`src/rtl/uart_tx_fifo.sv`:
```
// uart_tx_fifo - byte-oriented UART transmitter with a small input FIFO.
//
// Sends 8N1 frames, LSB first, CLKS_PER_BIT = CLK_FREQ/BAUD clocks per bit.
// When the FIFO still holds a byte as a stop bit ends, the next frame starts
// on the same edge, so there is no idle gap between frames.
//
// Optional feature, macro UART_TX_PARITY_EN: adds an even-parity bit between
// the data bits and the stop bit, giving an 11-bit frame.
//
// Ports:
//   clk         system clock, rising edge
//   rst         synchronous reset, active-high
//   iTXdata     byte to enqueue
//   iTXvalid    iTXdata is valid this cycle (ignored while full)
//   oTXready    FIFO can accept a byte (count != FIFO_DEPTH)
//   tx          registered serial line, idles high
//   oBusy       frame on the line or FIFO non-empty
//   oFIFOcount  FIFO occupancy, 0..FIFO_DEPTH
//
// state    | meaning
// ---------+------------------------------------------------
// S_IDLE   | line high, waiting for a queued byte
// S_START  | start bit (tx=0)
// S_DATA   | data bits, shift[0] on the line, bit_idx 0..7
// S_PARITY | even parity bit (UART_TX_PARITY_EN only)
// S_STOP   | stop bit (tx=1), may chain straight into S_START
module uart_tx_fifo #(
   parameter int CLK_FREQ   = 100000000,
   parameter int BAUD       = 9600,
   parameter int FIFO_DEPTH = 4,
   localparam int AW        = $clog2(FIFO_DEPTH)
) (
   input  logic          clk,
   input  logic          rst,
   input  logic [7:0]    iTXdata,
   input  logic          iTXvalid,
   output logic          oTXready,
   output logic          tx,
   output logic          oBusy,
   output logic [AW:0]   oFIFOcount
);

   localparam int CLKS_PER_BIT = CLK_FREQ / BAUD;
   localparam int CW           = $clog2(CLKS_PER_BIT + 1);

   localparam logic [2:0] S_IDLE   = 3'd0;
   localparam logic [2:0] S_START  = 3'd1;
   localparam logic [2:0] S_DATA   = 3'd2;
   localparam logic [2:0] S_STOP   = 3'd3;
`ifdef UART_TX_PARITY_EN
   localparam logic [2:0] S_PARITY = 3'd4;
`endif

   logic [7:0]    mem [FIFO_DEPTH];
   logic [AW-1:0] wr_ptr;
   logic [AW-1:0] rd_ptr;
   logic [AW:0]   count;

   logic [2:0]    state;
   logic [CW-1:0] baud_cnt;
   logic [2:0]    bit_idx;
   logic [7:0]    shift;
`ifdef UART_TX_PARITY_EN
   logic          parity_bit;
`endif

   logic          full;
   logic          empty;
   logic          push;
   logic          pop;
   logic          bit_end;
   logic [7:0]    head;

   assign full     = (count == (AW+1)'(FIFO_DEPTH));
   assign empty    = (count == '0);
   assign push     = iTXvalid && !full;
   assign bit_end  = (baud_cnt == CW'(CLKS_PER_BIT - 1));
   // A pop happens from IDLE, or at the last clock of a stop bit so the next
   // frame's start bit follows without an idle cycle.
   assign pop      = !empty && ((state == S_IDLE) || ((state == S_STOP) && bit_end));
   assign head     = mem[rd_ptr];

   assign oTXready   = !full;
   assign oFIFOcount = count;
   assign oBusy      = (state != S_IDLE) || !empty;

   // Storage has no reset; validity is tracked by count and the pointers.
   always_ff @(posedge clk) begin
      if (push) begin
         mem[wr_ptr] <= iTXdata;
      end
   end

   always_ff @(posedge clk) begin
      if (rst) begin
         wr_ptr   <= '0;
         rd_ptr   <= '0;
         count    <= '0;
         state    <= S_IDLE;
         baud_cnt <= '0;
         bit_idx  <= '0;
         shift    <= '0;
         tx       <= 1'b1;
`ifdef UART_TX_PARITY_EN
         parity_bit <= 1'b0;
`endif
      end else begin
         if (push) wr_ptr <= wr_ptr + 1'b1;
         if (pop)  rd_ptr <= rd_ptr + 1'b1;

         case ({push, pop})
            2'b10:   count <= count + 1'b1;
            2'b01:   count <= count - 1'b1;
            default: count <= count;
         endcase

         if (pop) begin
            shift    <= head;
            state    <= S_START;
            baud_cnt <= '0;
            tx       <= 1'b0;
`ifdef UART_TX_PARITY_EN
            parity_bit <= ^head;
`endif
         end else if (state == S_IDLE) begin
            baud_cnt <= '0;
            tx       <= 1'b1;
         end else if (!bit_end) begin
            baud_cnt <= baud_cnt + 1'b1;
         end else begin
            baud_cnt <= '0;
            case (state)
               S_START: begin
                  state   <= S_DATA;
                  bit_idx <= '0;
                  tx      <= shift[0];
               end
               S_DATA: begin
                  shift <= shift >> 1;
                  if (bit_idx == 3'd7) begin
                     bit_idx <= '0;
`ifdef UART_TX_PARITY_EN
                     state   <= S_PARITY;
                     tx      <= parity_bit;
`else
                     state   <= S_STOP;
                     tx      <= 1'b1;
`endif
                  end else begin
                     bit_idx <= bit_idx + 1'b1;
                     tx      <= shift[1];
                  end
               end
`ifdef UART_TX_PARITY_EN
               S_PARITY: begin
                  state <= S_STOP;
                  tx    <= 1'b1;
               end
`endif
               // Stop bit ending with an empty FIFO (non-empty case is the pop above).
               S_STOP: begin
                  state <= S_IDLE;
                  tx    <= 1'b1;
               end
               default: begin
                  state <= S_IDLE;
                  tx    <= 1'b1;
               end
            endcase
         end
      end
   end

endmodule

```
`config.mk`:
```
export PLATFORM = sky130hd
export DESIGN_NAME = uart_tx_fifo
export DESIGN_NICKNAME = d
export VERILOG_FILES = /design/src/rtl/uart_tx_fifo.sv
export SDC_FILE = /design/constraint.sdc
export NUM_CORES = 1
export LEC_CHECK = 0
export BUFFER_PORTS_ARGS = -buffer_cell sky130_fd_sc_hd__buf_2
export CAP_MARGIN = 20
export CORE_MARGIN = 1
export CORE_UTILIZATION = 53
export CTS_CLUSTER_DIAMETER = 60
export DETAILED_ROUTE_END_ITERATION = 7
export PLACE_DENSITY = 0.82
export RECOVER_POWER = 25
export SLEW_MARGIN = 20
export SYNTH_ARGS = -nofsm -noshare
export SYNTH_HDL_FRONTEND = slang
export SYNTH_SLANG_ARGS = --single-unit
```
`constraint.sdc`:
```
create_clock -name clk -period 2.64 [get_ports clk]
set_input_delay 0.528 -clock clk [delete_from_list [all_inputs] [get_ports clk]]
set_output_delay 0.528 -clock clk [all_outputs]
set_load 0.05 [all_outputs]
```
==> results.sh, run 1 <==
export IMPL_status="completed"
export IMPL_finalCritPeriodShare_pct=93.0
export IMPL_via_per_inst=5.40
export IMPL_fill_cells=428
export IMPL_synth_top_area_share_pct=32.1
export IMPL_gp_congestion=0.796
export IMPL_cts_root_buf="clkbuf_8"
export IMPL_drv_slew=0
export IMPL_irDropWorstVdd_mv=0.579
export IMPL_dieArea_um2=5960
export IMPL_ctsHoldBuffers=0
export IMPL_drive_above_1_share_pct=18.2
export IMPL_end_kind="register"
export IMPL_numPortBuffers=16
export IMPL_initial_core_util_pct=54.8
export IMPL_synth_cells=249
export IMPL_io_pins=17
export IMPL_drt_iter0_drc=63
export IMPL_post_dp_hpwl_um=3290
export IMPL_finalSetupViolations=0
export IMPL_vias=1875
export IMPL_fin_crit_ns=2.46
export IMPL_drtPass1Iterations=4
export IMPL_yosys_warnings=0
export IMPL_slowest_delay_ns=0.39
export IMPL_nets=294
export IMPL_cts_htree_levels=3
export IMPL_synth_common_cells="dfxtp_1 (37), nor2_1 (35), edfxtp_1 (32), ha_1 (12)"
export IMPL_fin_cells=347
export IMPL_postRouteAntennaNets=0
export IMPL_criticalPathCategory="register to register"
export IMPL_synth_edf_count=32
export IMPL_grt_antenna_before_repair=0
export IMPL_wl_per_cell_um=14.2
export IMPL_tightest_slew_ns=0.589
export IMPL_slew_limit_headroom_pct=60.7
export IMPL_clockBufferDepth=2
export IMPL_die_y_um=77.2
export IMPL_p_per_area_nw_per_um2=995
export IMPL_clk_pin_slew_ns=0.08
export IMPL_hold_viol=0
export IMPL_avgSynthCellArea_um2=12.0
export IMPL_dpl_cell_count=331
export IMPL_min_path_type="primary input to register"
export IMPL_yosysTopAreaCell="edfxtp_1"
export IMPL_cp_max_fo=4
export IMPL_synthArstFlopShare_pct=0
export IMPL_core_rowCount=27
export IMPL_diodes=0
export IMPL_ys_ff_latch=69
export IMPL_syn_cell_area_um2=3000
export IMPL_die_x_um=77.2
export IMPL_drt_total_wl_um=4930
export IMPL_grt_max_degree=25
export IMPL_start_kind="register"
export IMPL_p_leak_uw=0.00118
export IMPL_cts_tree="built"
export IMPL_synthFlopType="dfxtp_1"
export IMPL_synth_cell_types=40
export IMPL_worstPathCellList="ha_4 > and3_4 > a41oi_2 > or2_4 > clkinv_2 > ha_1 > inv_1 > fa_1 > xor2_1 > or3_1 > a21oi_1"
export IMPL_gr_usage_all_layers_pct=18.5
export IMPL_clock_fmax_ghz=0.407
export IMPL_rsz0062_at_grt="no"
export IMPL_fin_setup_tns_ns=0
export IMPL_grt_pass1_wl_um=8280
export IMPL_syn_to_final_growth_pct=13.3
export IMPL_clock_latency_ns=0.35
export IMPL_core_um2=5470
export IMPL_seq_area_frac_synth_pct=56.8
export IMPL_clock_sinks=69
export IMPL_grt_overflow=0
export IMPL_ys_top_cells_by_area="edfxtp_1 (32%), dfxtp_1 (25%), mux4_2 (6.0%)"
export IMPL_drv_cap=0
export IMPL_skew_ns=0.00696
export IMPL_synth_most_common_cell="dfxtp_1"
export IMPL_cpMaxStageDelayCell="dfxtp_1"
export IMPL_worstPathRequired_ns=2.91
export IMPL_grt_pass1_vias=1773
export IMPL_syn_nets=273
export IMPL_critical_path_arrival_ns=2.73
export IMPL_route_detailed_drc=0
export IMPL_cts_buffers=9
==> kinds of logic after synthesis <==
kind of cell / after synthesis / share of synthesized area [%]
AND/OR/NAND/NOR: 91 / 15.7
flip-flops: 69 / 56.8
AO/OA/AOI/OAI: 27 / 6.59
buffers and inverters: 20 / 2.92
XOR/XNOR: 17 / 4.97
adder cells (fa/ha/maj): 13 / 5.68
multiplexers: 12 / 7.35
==> power by group <==
| part | total (uW) | internal (uW) | switching [uW] | leakage [uW] |
|---|---|---|---|---|
| clock | 952 | 536 | 416 | 0.000106 |
| sequential | 1400 | 1280 | 117 | 0.000596 |
| combinational | 1030 | 416 | 610 | 0.000482 |
==> critical path: cells and delay by family (launching register included) <==
family,cells,cell delay (ns)
fa+ha+maj,3,0.70
compound gates,2,0.24
xor+xnor,1,0.15
simple gates,3,0.78
flops,1,0.39
buf+inv,2,0.11
==> path summary, 6_finish.rpt <==
kind / startpoint / slack [ns] / to / cells after the start
max reg2reg: baud_cnt[1] / 0.18 / oFIFOcount[2] / 11
max: baud_cnt[1] / 0.18 / oFIFOcount[2] / 11
min reg2reg: baud_cnt[0] / 0.46 / baud_cnt[0] / 1
min: iTXdata[0] / 0.40 / mem[2][0] / 1
==> registers in the layout (all words and copies together), names as in the netlist, named ones only <==
signal,cells
rd_ptr,2
mem,32
tx,1
baud_cnt,14
shift,8
state,2
oFIFOcount,3
bit_idx,3
wr_ptr,2
==> cell type report <==
class	instances	area [um2]	area share, %
timing repair buffer	20	101	2.98
clock buffer	9	124	3.65
inverter	10	38.8	1.14
sequential	69	1710	50.2
multi-input combinational	160	1240	36.5
tap	72	90.1	2.65
clock inverter	7	97.6	2.87
==> routing by layer <==
metal	global-route usage (%)	vias up	routed length, um
li1	-	929	-
met1	22.7	901	2240
met2	29.5	34	2410
met3	4.76	11	153
met4	10.8	0	124
met5	0	-	0
==> cells in the final DEF (no fill, tap or decap), types with 2 or more instances in the layout <==
cell type and instances:
inv_1 9, clkbuf_8 9, clkinvlp_4 2, and4bb_2 2, mux4_2 8, buf_2 9, bufinv_16 2, xor2_1 10
nand4_1 2, o21ai_0 2, mux2i_1 4, dfxtp_2 3, a211oi_1 7, inv_6 2, clkinv_2 2, nand2_1 10
o21a_1 7, a21oi_1 5, buf_4 4, xnor2_1 7, nand2b_1 3, and3_1 7, nand3_1 7, ha_1 11
nor2_1 35, clkbuf_1 7, nor2b_1 3, and2_1 3, dfxtp_1 34, nor3_1 10, edfxtp_1 32, nor3b_1 2
==> timing repair <==
action	4_1_cts	5_1_grt
setup endpoints to repair	0	1
buffers inserted	0	0
resized for setup	0	5
==> per-stage QoR <==
stage	cell area (um2)	power [uW]	hold slack, ns	util [%]	setup slack [ns]
finish	3400	3380	0.405	62.0	0.184
floorplan	3010	2220	0.426	-	0.00891
CTS	3390	3400	0.379	61.9	0.0636
detailed placement	3160	2440	0.451	57.8	0.0838
global route	3400	3560	0.402	62.0	0.00916
global placement	3160	2420	0.441	57.8	0.166
Power figures use the tool's default switching activity.
==> run 2, diff against run 1 <==
--- a/config.mk
+++ b/config.mk
@@ -7,8 +7,10 @@
 export LEC_CHECK = 0
 export BUFFER_PORTS_ARGS = -buffer_cell sky130_fd_sc_hd__buf_2
 export CAP_MARGIN = 20
+export CELL_PAD_IN_SITES_DETAIL_PLACEMENT = 1
+export CELL_PAD_IN_SITES_GLOBAL_PLACEMENT = 1
 export CORE_MARGIN = 1
-export CORE_UTILIZATION = 53
+export CORE_UTILIZATION = 44
 export CTS_CLUSTER_DIAMETER = 60
 export DETAILED_ROUTE_END_ITERATION = 7
 export PLACE_DENSITY = 0.82
==> run 2 against run 1 <==
  * Final cell count up 1.7%
  * Maximum frequency shrank 2.3%
  * Via count increased by 3.8%
  * Cell area rose by 0.22%
  * Clock power grew 3.7%
==> results.sh, run 2 (synthesis results as in run 1) <==
export IMPL_status="completed"
export IMPL_post_dp_hpwl_um=4020
export IMPL_clockBufferDepth=2
export IMPL_fill_cells=682
export IMPL_irDropWorstVdd_mv=0.563
export IMPL_syn_to_final_growth_pct=13.5
export IMPL_max_flop_register="mem"
export IMPL_cts_setup_buffers=0
export IMPL_drive_above_1_share_pct=18.1
export IMPL_fin_setup_tns_ns=0
export IMPL_grt_max_degree=25
export IMPL_register_area_um2=1710
export IMPL_worstPathRequired_ns=2.92
export IMPL_p_per_area_nw_per_um2=1010
export IMPL_gr_usage_all_layers_pct=19.1
export IMPL_diodes=0
export IMPL_via_per_inst=5.51
export IMPL_dieArea_um2=7150
export IMPL_vias=1946
export IMPL_cts_resized=0
export IMPL_final_common_cell="nor2_1"
export IMPL_top_regs="mem x32, baud_cnt x14, shift x8"
export IMPL_numPortBuffers=16
export IMPL_fin_cells=353
export IMPL_cts_buffers=9
export IMPL_drt_total_wl_um=6040
export IMPL_fin_crit_ns=2.52
export IMPL_drt_iter0_drc=71
export IMPL_cts_htree_levels=3
export IMPL_grt_pass1_vias=2096
export IMPL_wl_per_cell_um=17.1
export IMPL_end_kind="register"
export IMPL_hold_path_endpoint="mem[3][1]"
export IMPL_clock_sinks=69
export IMPL_drv_slew=0
export IMPL_worstHoldPathCells=1
export IMPL_reg2reg_setup_slack_ns=0.12
export IMPL_reg2reg_depth=11
export IMPL_min_path_type="primary input to register"
export IMPL_core_um2=6460
export IMPL_skew_ns=0.0164
export IMPL_clk_pin_slew_ns=0.09
export IMPL_core_rowCount=29
export IMPL_slew_limit_headroom_pct=60.1
export IMPL_route_detailed_drc=0
export IMPL_postRouteAntennaNets=0
export IMPL_largest_reg_flops=32
export IMPL_hold_viol=0
export IMPL_start_kind="register"
export IMPL_die_y_um=84.5
export IMPL_grt_overflow=0
export IMPL_drv_cap=0
export IMPL_finalSetupViolations=0
export IMPL_rsz0062_at_grt="no"
export IMPL_grt_antenna_before_repair=0
export IMPL_cts_root_buf="clkbuf_8"
export IMPL_timing_rr_start="baud_cnt[1]"
export IMPL_multi_input_area_um2=1220
export IMPL_clock_fmax_ghz=0.398
export IMPL_initial_core_util_pct=46.4
export IMPL_io_pins=17
export IMPL_cts_tree="built"
export IMPL_tightest_slew_ns=0.599
export IMPL_clock_latency_ns=0.36
export IMPL_p_leak_uw=0.00119
export IMPL_gp_congestion=0.748
export IMPL_drtPass1Iterations=4
export IMPL_finalCritPeriodShare_pct=95.3
export IMPL_die_x_um=84.5
export IMPL_cp_max_fo=3
export IMPL_nets=295
export IMPL_hp_start="iTXdata[1]"
export IMPL_criticalPathCategory="register to register"
export IMPL_critical_path_arrival_ns=2.80
export IMPL_layout_common_cells="nor2_1 (35), dfxtp_1 (34), edfxtp_1 (32), ha_1 (11)"
export IMPL_dpl_cell_count=337
export IMPL_ctsHoldBuffers=0
export IMPL_r2r_end="oFIFOcount[2]"
export IMPL_grt_pass1_wl_um=10100
run 2: cell count changes in the layout (fill, tap and decap cells not counted), sizes merged:
cell / previous run / this run
buf: 13 / 14
clkbuf: 16 / 17
clkinv: 2 / 1
run 2: power by group:
part | switching (uW) | internal [uW] | total (uW)
Sequential | 125 | 1280 | 1410
Combinational | 641 | 418 | 1060
Clock | 424 | 563 | 987
Total | 1190 | 2260 | 3450
run 2: per-layer routing:
metal / global-route usage [%] / part of all wire, % / up-vias / wire length [um]
li1: - / - / 933 / -
met1: 20.1 / 41 / 969 / 2490
met2: 34.1 / 53 / 32 / 3190
met3: 7.08 / 4.0 / 12 / 239
met4: 8.63 / 2.0 / 0 / 121
met5: 0 / 0 / - / 0
run 2: worst max-delay path by stage:
stage	endpoint	startpoint	slack, ns	cells past startpoint
detailed placement	oFIFOcount[2]	baud_cnt[0]	0.10	11
global placement	oFIFOcount[2]	baud_cnt[0]	0.24	11
floorplan	oFIFOcount[2]	oFIFOcount[1]	0.009	11
finish	oFIFOcount[2]	baud_cnt[1]	0.12	11
CTS	oFIFOcount[2]	baud_cnt[0]	0.07	11
global route	oFIFOcount[2]	baud_cnt[1]	0.003	11
run 2: worst max-delay path: stages (launching register included):
cell and delay [ns]:
dfxtp_1 0.35, ha_2 0.21, and3_1 0.20, a41oi_2 0.12, or2_4 0.27, clkinv_2 0.05, ha_1 0.17, inv_1 0.06
fa_1 0.38, xor2_1 0.16, or3_1 0.31, a21oi_1 0.15
run 2: through the flow:
step	total power, uW	hold WS [ns]	utilization (%)	setup WS [ns]	cell area (um2)
after floorplan	2220	0.426	-	0.00891	3010
after global placement	2440	0.441	49.2	0.240	3180
after detailed placement	2480	0.453	49.2	0.104	3180
after CTS	3490	0.359	52.8	0.0729	3410
after global routing	3660	0.394	52.7	0.00320	3400
final	3450	0.397	52.7	0.125	3400
run 2: layout make-up:
type / instances / share of cell area (%)
flip-flops and latches: 69 / 50.1
multi-input cells: 160 / 36.0
clock buffers: 10 / 4.04
repair buffers: 21 / 3.20
well taps: 77 / 2.83
clock inverters: 6 / 2.72
inverters: 10 / 1.14
